[src/rtl/clk_div_pkg.sv]
// Shared constants for the programmable clock divider: output modes and the
// smallest divisor the counter can produce a meaningful period with.
package clk_div_pkg;

  localparam logic MODE_DUTY50 = 1'b0;
  localparam logic MODE_PULSE  = 1'b1;
  localparam int   DIV_MIN     = 2;

endpackage

[src/rtl/clk_div_core.sv]
// Divider datapath: period counter, posedge/negedge duty generator and tick.
// Runs from the configuration currently in force (div_i/mode_i); the parent
// only changes those on a period boundary or while the core is idle.
module clk_div_core
  import clk_div_pkg::*;
#(
  parameter int W = 8
) (
  input  logic         sys_clk,
  input  logic         sys_rst_n,
  input  logic         en_i,
  input  logic [W-1:0] div_i,
  input  logic         mode_i,
  output logic         clk_o,
  output logic         tick_o
);

  logic [W-1:0] cnt_q, cnt_d;
  logic [W-1:0] last_cnt;
  logic [W-1:0] hi_start;
  logic         wrap;
  logic         p_q, p_d;
  logic         n_q, n_d;
  logic         odd_duty;

  assign last_cnt = div_i - W'(1);
  assign wrap     = en_i & (cnt_q == last_cnt);

  // First count of the high phase, ceil(N/2); cannot overflow since N <= 2^W-1.
  assign hi_start = (div_i >> 1) + {{(W-1){1'b0}}, div_i[0]};

  // Only odd divisors in 50% mode need the extra half cycle from the negedge flop.
  assign odd_duty = div_i[0] & (mode_i == MODE_DUTY50);
  assign n_d      = p_q & odd_duty;

  // Next count and next posedge output level, decoded from the next count so p_q is a clean flop.
  always_comb begin
    cnt_d = '0;
    p_d   = 1'b0;
    if (en_i && !wrap) begin
      cnt_d = cnt_q + W'(1);
    end
    if (en_i) begin
      if (mode_i == MODE_PULSE) begin
        p_d = (cnt_d == last_cnt);
      end else begin
        p_d = (cnt_d >= hi_start);
      end
    end
  end

  // Counter and posedge output register.
  always_ff @(posedge sys_clk or negedge sys_rst_n) begin
    if (!sys_rst_n) begin
      cnt_q <= '0;
      p_q   <= 1'b0;
    end else begin
      cnt_q <= cnt_d;
      p_q   <= p_d;
    end
  end

  // Negedge copy of p_q, stretching the high phase by half a cycle for odd N.
  always_ff @(negedge sys_clk or negedge sys_rst_n) begin
    if (!sys_rst_n) begin
      n_q <= 1'b0;
    end else begin
      n_q <= n_d;
    end
  end

  assign clk_o  = p_q | n_q;
  assign tick_o = wrap;

endmodule

[src/rtl/clk_divider_prog.sv]
// Runtime-programmable integer clock divider. Accepts a divisor/mode pair over
// a valid/ready handshake, parks it in a pending slot, and hands it to the
// core only at a period boundary (or immediately while disabled) so the
// divided clock never glitches.
module clk_divider_prog
  import clk_div_pkg::*;
#(
  parameter int W        = 8,
  parameter int DEF_DIV  = 7,
  parameter int DEF_MODE = 0
) (
  input  logic         sys_clk,
  input  logic         sys_rst_n,
  input  logic         en,
  input  logic         cfg_valid,
  output logic         cfg_ready,
  input  logic [W-1:0] cfg_div,
  input  logic         cfg_mode,
  output logic         cfg_err,
  output logic         busy,
  output logic         clk_out,
  output logic         tick
);

  if (DEF_DIV < DIV_MIN || DEF_DIV > (2 ** W) - 1) begin : g_bad_def_div
    $error("clk_divider_prog: DEF_DIV outside 2..2^W-1");
  end
  if (DEF_MODE != 0 && DEF_MODE != 1) begin : g_bad_def_mode
    $error("clk_divider_prog: DEF_MODE must be 0 or 1");
  end

  localparam logic [W-1:0] DEF_DIV_W  = W'(DEF_DIV);
  localparam logic         DEF_MODE_B = (DEF_MODE == 1) ? MODE_PULSE : MODE_DUTY50;

  logic [W-1:0] div_q, div_d;
  logic         mode_q, mode_d;
  logic         pend_q, pend_d;
  logic [W-1:0] pend_div_q, pend_div_d;
  logic         pend_mode_q, pend_mode_d;
  logic         err_q, err_d;
  logic         wrap;
  logic         accept;
  logic         apply;

  assign accept = cfg_valid & ~pend_q;
  assign apply  = pend_q & (wrap | ~en);

  // Handshake: capture a legal request into the pending slot, flag an illegal one,
  // and move the pending slot into the active config at the boundary.
  always_comb begin
    div_d       = div_q;
    mode_d      = mode_q;
    pend_d      = pend_q;
    pend_div_d  = pend_div_q;
    pend_mode_d = pend_mode_q;
    err_d       = 1'b0;
    if (apply) begin
      div_d  = pend_div_q;
      mode_d = pend_mode_q;
      pend_d = 1'b0;
    end else if (accept) begin
      if (cfg_div >= W'(DIV_MIN)) begin
        pend_d      = 1'b1;
        pend_div_d  = cfg_div;
        pend_mode_d = cfg_mode;
      end else begin
        err_d = 1'b1;
      end
    end
  end

  // Active and pending configuration registers.
  always_ff @(posedge sys_clk or negedge sys_rst_n) begin
    if (!sys_rst_n) begin
      div_q       <= DEF_DIV_W;
      mode_q      <= DEF_MODE_B;
      pend_q      <= 1'b0;
      pend_div_q  <= DEF_DIV_W;
      pend_mode_q <= DEF_MODE_B;
      err_q       <= 1'b0;
    end else begin
      div_q       <= div_d;
      mode_q      <= mode_d;
      pend_q      <= pend_d;
      pend_div_q  <= pend_div_d;
      pend_mode_q <= pend_mode_d;
      err_q       <= err_d;
    end
  end

  clk_div_core #(
    .W (W)
  ) u_core (
    .sys_clk   (sys_clk),
    .sys_rst_n (sys_rst_n),
    .en_i      (en),
    .div_i     (div_q),
    .mode_i    (mode_q),
    .clk_o     (clk_out),
    .tick_o    (wrap)
  );

  assign tick      = wrap;
  assign cfg_ready = ~pend_q;
  assign busy      = pend_q;
  assign cfg_err   = err_q;

endmodule

[config.mk]
export PLATFORM = sky130hd
export DESIGN_NAME = clk_divider_prog
export DESIGN_NICKNAME = d
export VERILOG_FILES = /design/src/rtl/clk_div_pkg.sv /design/src/rtl/clk_div_core.sv /design/src/rtl/clk_divider_prog.sv
export SDC_FILE = /design/constraint.sdc
export NUM_CORES = 1
export LEC_CHECK = 0
export CAP_MARGIN = 20
export CORE_MARGIN = 2
export CORE_UTILIZATION = 40
export DETAILED_ROUTE_END_ITERATION = 12
export PLACE_DENSITY_LB_ADDON = 0.3
export SLEW_MARGIN = 30
export SYNTH_ARGS = -nofsm -noshare
export SYNTH_HDL_FRONTEND = slang
export SYNTH_SLANG_ARGS = --single-unit
[constraint.sdc]
create_clock -name sys_clk -period 6.45 [get_ports sys_clk]
set_input_delay 1.935 -clock sys_clk [delete_from_list [all_inputs] [get_ports sys_clk]]
set_output_delay 1.935 -clock sys_clk [all_outputs]
set_load 0.005 [all_outputs]
[Yosys cells after proc, flatten, opt, wreduce, memory -nomap -nowiden]
Cells that the tools add are included.
Word-level totals
  register bits after elaboration: 30
  input port bits: 13
Cells by class
  reductions and logical operators: 6
  order comparisons: 2
  add/subtract/negate cells: 3
  mux-type cells: 9
  equal/unequal tests: 2
  bitwise gates (word level): 11
Operators by type and width (count)
  $eq 8x8->1: 2
  $add 7x1->8: 1
  $add 8x1->8 const B: 1
  $ge 8x2->1 const B: 1
  $ge 8x8->1: 1
  $mux 1: 8
  $mux 8: 1
  $sub 8x1->8 const B: 1
  $and 1x1->1: 5
  $not 1->1: 4
  $reduce_bool 2->1: 2
  $reduce_and 3->1: 1
  $or 1x1->1: 2
  $reduce_and 2->1: 1
  $logic_and 1x1->1: 1
  $logic_not 1->1: 1

[Depth between registers and ports, before layout]
  depth after elaboration: 9
  mapped depth: 16
  gate-level depth less buffers: 14

[Modules after synthesis]
From an unflattened synthesis, not the netlist that was laid out.
Unflattened totals
  cell total of the unflattened synthesis: 210
  area total of the unflattened synthesis: 2090.8 µm²
Modules (own cells, without submodules)
  clk_div_core: times used 1, area each 1306.3 µm², cells each 160, sequential area each 250.2 µm²
  clk_divider_prog: times used 1, area each 784.5 µm², cells each 50, sequential area each 508.0 µm²

==> impl_metrics.csv <==
group,metric,value,unit
final_layout,utilization,48.26,%
worst_setup_path,worst-endpoint-arrival,4370,ps
sta,tightestPinTransition,832.1,ps
floorplanning,die_y,75.32,µm
global_route,grt_start_max_net_pins,30,
power,ir_worst_vdd,0.2547,mV
detailed_routing,drt-vias-per-instance,5.157,
global_route,grt_overflow,0,
global_route,grtUsageTotal,15.42,%
floorplanning,dieWidth,75.32,µm
worst_hold_path,holdCritPathClass,"reg -> reg",
worst_setup_path,crit_buf_inv,1,
worst_setup_path,end_kind,"primary output",
worst_setup_path,critical_path.max_stage_delay,310,ps
final_layout,mostFrequentLayoutCells,"dfrtp_1, xnor2_1, mux2_2",
detailed_routing,drtIter0Drc,74,
worst_setup_path,critPathLaunchType,"flip-flop",
clocking,cts_buffers,5,
clocking,cts.sinks,30,
floorplanning,ioPinCount,18,
yosys,seq_area_frac_synth,37.27,%
yosys,yosysUniqueCellTypes,48,
clocking,clkTransAtPathRegs,60,ps
place,io_buffers,17,
final_layout,layout-drive-gt1-share,17.29,%
status,status,"completed",
worst_setup_path,path_cells,"or2_2 > dlygate4sd2_1",
yosys,synth_area,0.002034,mm²
clocking,clkLatencyLatePin,280,ps
clocking,htree_levels,2,
detailed_routing,routed_wl,3.827,mm
yosys,synth_area_leaders,"dfrtp_1, mux2_2, xnor2_1",
place,place_congestion,0.8243,
floorplanning,die-area,0.005672,mm²
final_layout,area_growth,14.27,%
detailed_routing,num_vias,1449,
sta,setup_tns,0,ps
power,p_per_area,384.6,mW/mm²
clocking,cts_tree,"done",
yosys,synth_top_area_share,28.29,%
final_layout,layout_commonest_cell,"dfrtp_1",
final_layout,reg_top3,"div_q x8, pend_div_q x8, u_core.cnt_q x8",
sta,maxSlewViolCount,0,
detailed_routing,drt-pass1-iter-count,6,
floorplanning,fp.coreArea,0.004817,mm²
clocking,clk_path_buf_depth,2,
final_layout,fillers,453,
sta,slew_headroom,44.34,%
worst_setup_path,cp_top_family,"flip-flops",
yosys,syn_avg_cell_area,10.17,µm²
place,hpwl,2.975,mm
detailed_routing,drc,0,
global_route,grt_pass1_wl,6.582,mm
worst_setup_path,slowest_stage,"dfrtn_1",
sta,rsz0062_at_grt,"false",
yosys,synth_nets,224,
yosys,yosysWarnings,0,
floorplanning,start_util,42.23,%
final_layout,num_antenna_cells,0,
yosys,synth_edf_count,0,
global_route,grt_pass1_vias,1367,
sta,finClkSkew,10.97,ps
worst_setup_path,crit_fanout,1,
detailed_routing,wire_per_inst,13.62,µm
yosys,synth.largest_area_cell,"dfrtp_1",
yosys,ys_ff_latch,30,
worst_setup_path,cp.required,4510,ps
detailed_routing,final_antenna_net_count,0,
worst_setup_path,critPathKind,"reg -> out",
global_route,antenna_found_initial,0,
flow_run,drv_cap,0,
sta,setup_viol,0,
final_layout,final_nets,237,
sta,finalHoldViolCount,0,
power,p_leak,0.0009690,µW
yosys,synth-main-ff-cell,"dfrtp_1",
clocking,cts_root_buf,"clkbuf_8",
yosys,synth_cells,200,
floorplanning,rows,25,
yosys,synthArstFlopShare,100.0,%
cells in the mapped netlist, types with 3 or more instances:
master	number
xnor2_1	19
dfrtp_1	23
nor3_1	3
or3_1	3
xor2_1	11
and3_1	4
ha_1	11
o21ai_0	7
clkbuf_1	7
a21oi_1	3
nand3_1	8
nand2b_1	5
nand2_1	6
nor2_1	13
dfstp_2	6
mux2_2	17
nor2b_1	3
inv_1	10
nand4_1	4
logic make-up after synthesis:
group / after synthesis / synth area share [%]
xor gates and xnor gates: 31 / 14.02
muxes: 18 / 9.901
and+or+nand+nor: 59 / 16.30
adders and majority gates: 11 / 6.765
AOI/OAI and AO/OA: 29 / 10.89
buffers and inverters: 22 / 4.859
DFF: 30 / 37.27
cell type report:
type	count	area (µm²)	share of cell area (%)
clock inverters	1	5.005	0.2153
well taps	67	83.83	3.606
inverters	10	37.54	1.615
clock buffers	7	86.33	3.714
repair buffers	18	176.4	7.589
multi-input cells	148	1177	50.65
flip-flops and latches	30	758.2	32.62
power by group:
part,switching [µW],leakage (µW),internal [µW]
clock network,64.5,0.0000482,85.8
registers,98.5,0.000368,249
logic,183,0.000553,213
per-stage QoR:
stage          setup WS [ps]  std cells  total power (µW)  cell area (µm²)  hold WS [ps]
2_1_floorplan          701.8        200             659.6             2034         476.7
6_report               144.2        281             894.2             2325         502.1
5_1_grt                105.5        281             968.1             2325         522.6
3_3_place_gp           266.7        273             742.0             2235         489.2
3_5_place_dp           248.6        273             751.2             2235         495.2
4_1_cts                126.8        281             905.7             2325         507.5
what timing repair did:
item | CTS | global route
gates resized for setup | 1 | 0
setup endpoints to repair | 1 | 0
setup buffers | 0 | 0
hold buffers | 0 | 0
final timing paths:
kind,startpoint,to,slack [ps],cells past startpoint
max,u_core.n_q,clk_out,140,2
min,busy,cfg_err,500,1
max reg2reg,div_q[0],u_core.p_q,2300,14
min reg2reg,busy,cfg_err,500,1
max in group asynchronous,sys_rst_n,u_core.n_q,1360,1
min in group asynchronous,sys_rst_n,div_q[7],2120,2
per-layer routing:
layer	routed length [µm]	global-route usage, %	share of wire [%]
met3	112	3.704	2.9
met2	1770	24.15	46
met4	39	4.094	1.0
met5	0	0	0
met1	1905	21.55	50
worst reg2reg max path, stage by stage, from the launching register on:
cell and delay [ps]:
dfstp_2 430, inv_1 90, ha_1 280, nand2b_1 120
nor4_1 420, xnor3_1 360, o41ai_4 830, or2_2 250
ha_1 220, nand2b_1 140, a21o_1 190, a311oi_1 260
o31a_1 170, o21ai_0 70, and4_1 190
No activity file was read; power rests on OpenSTA's default activity.
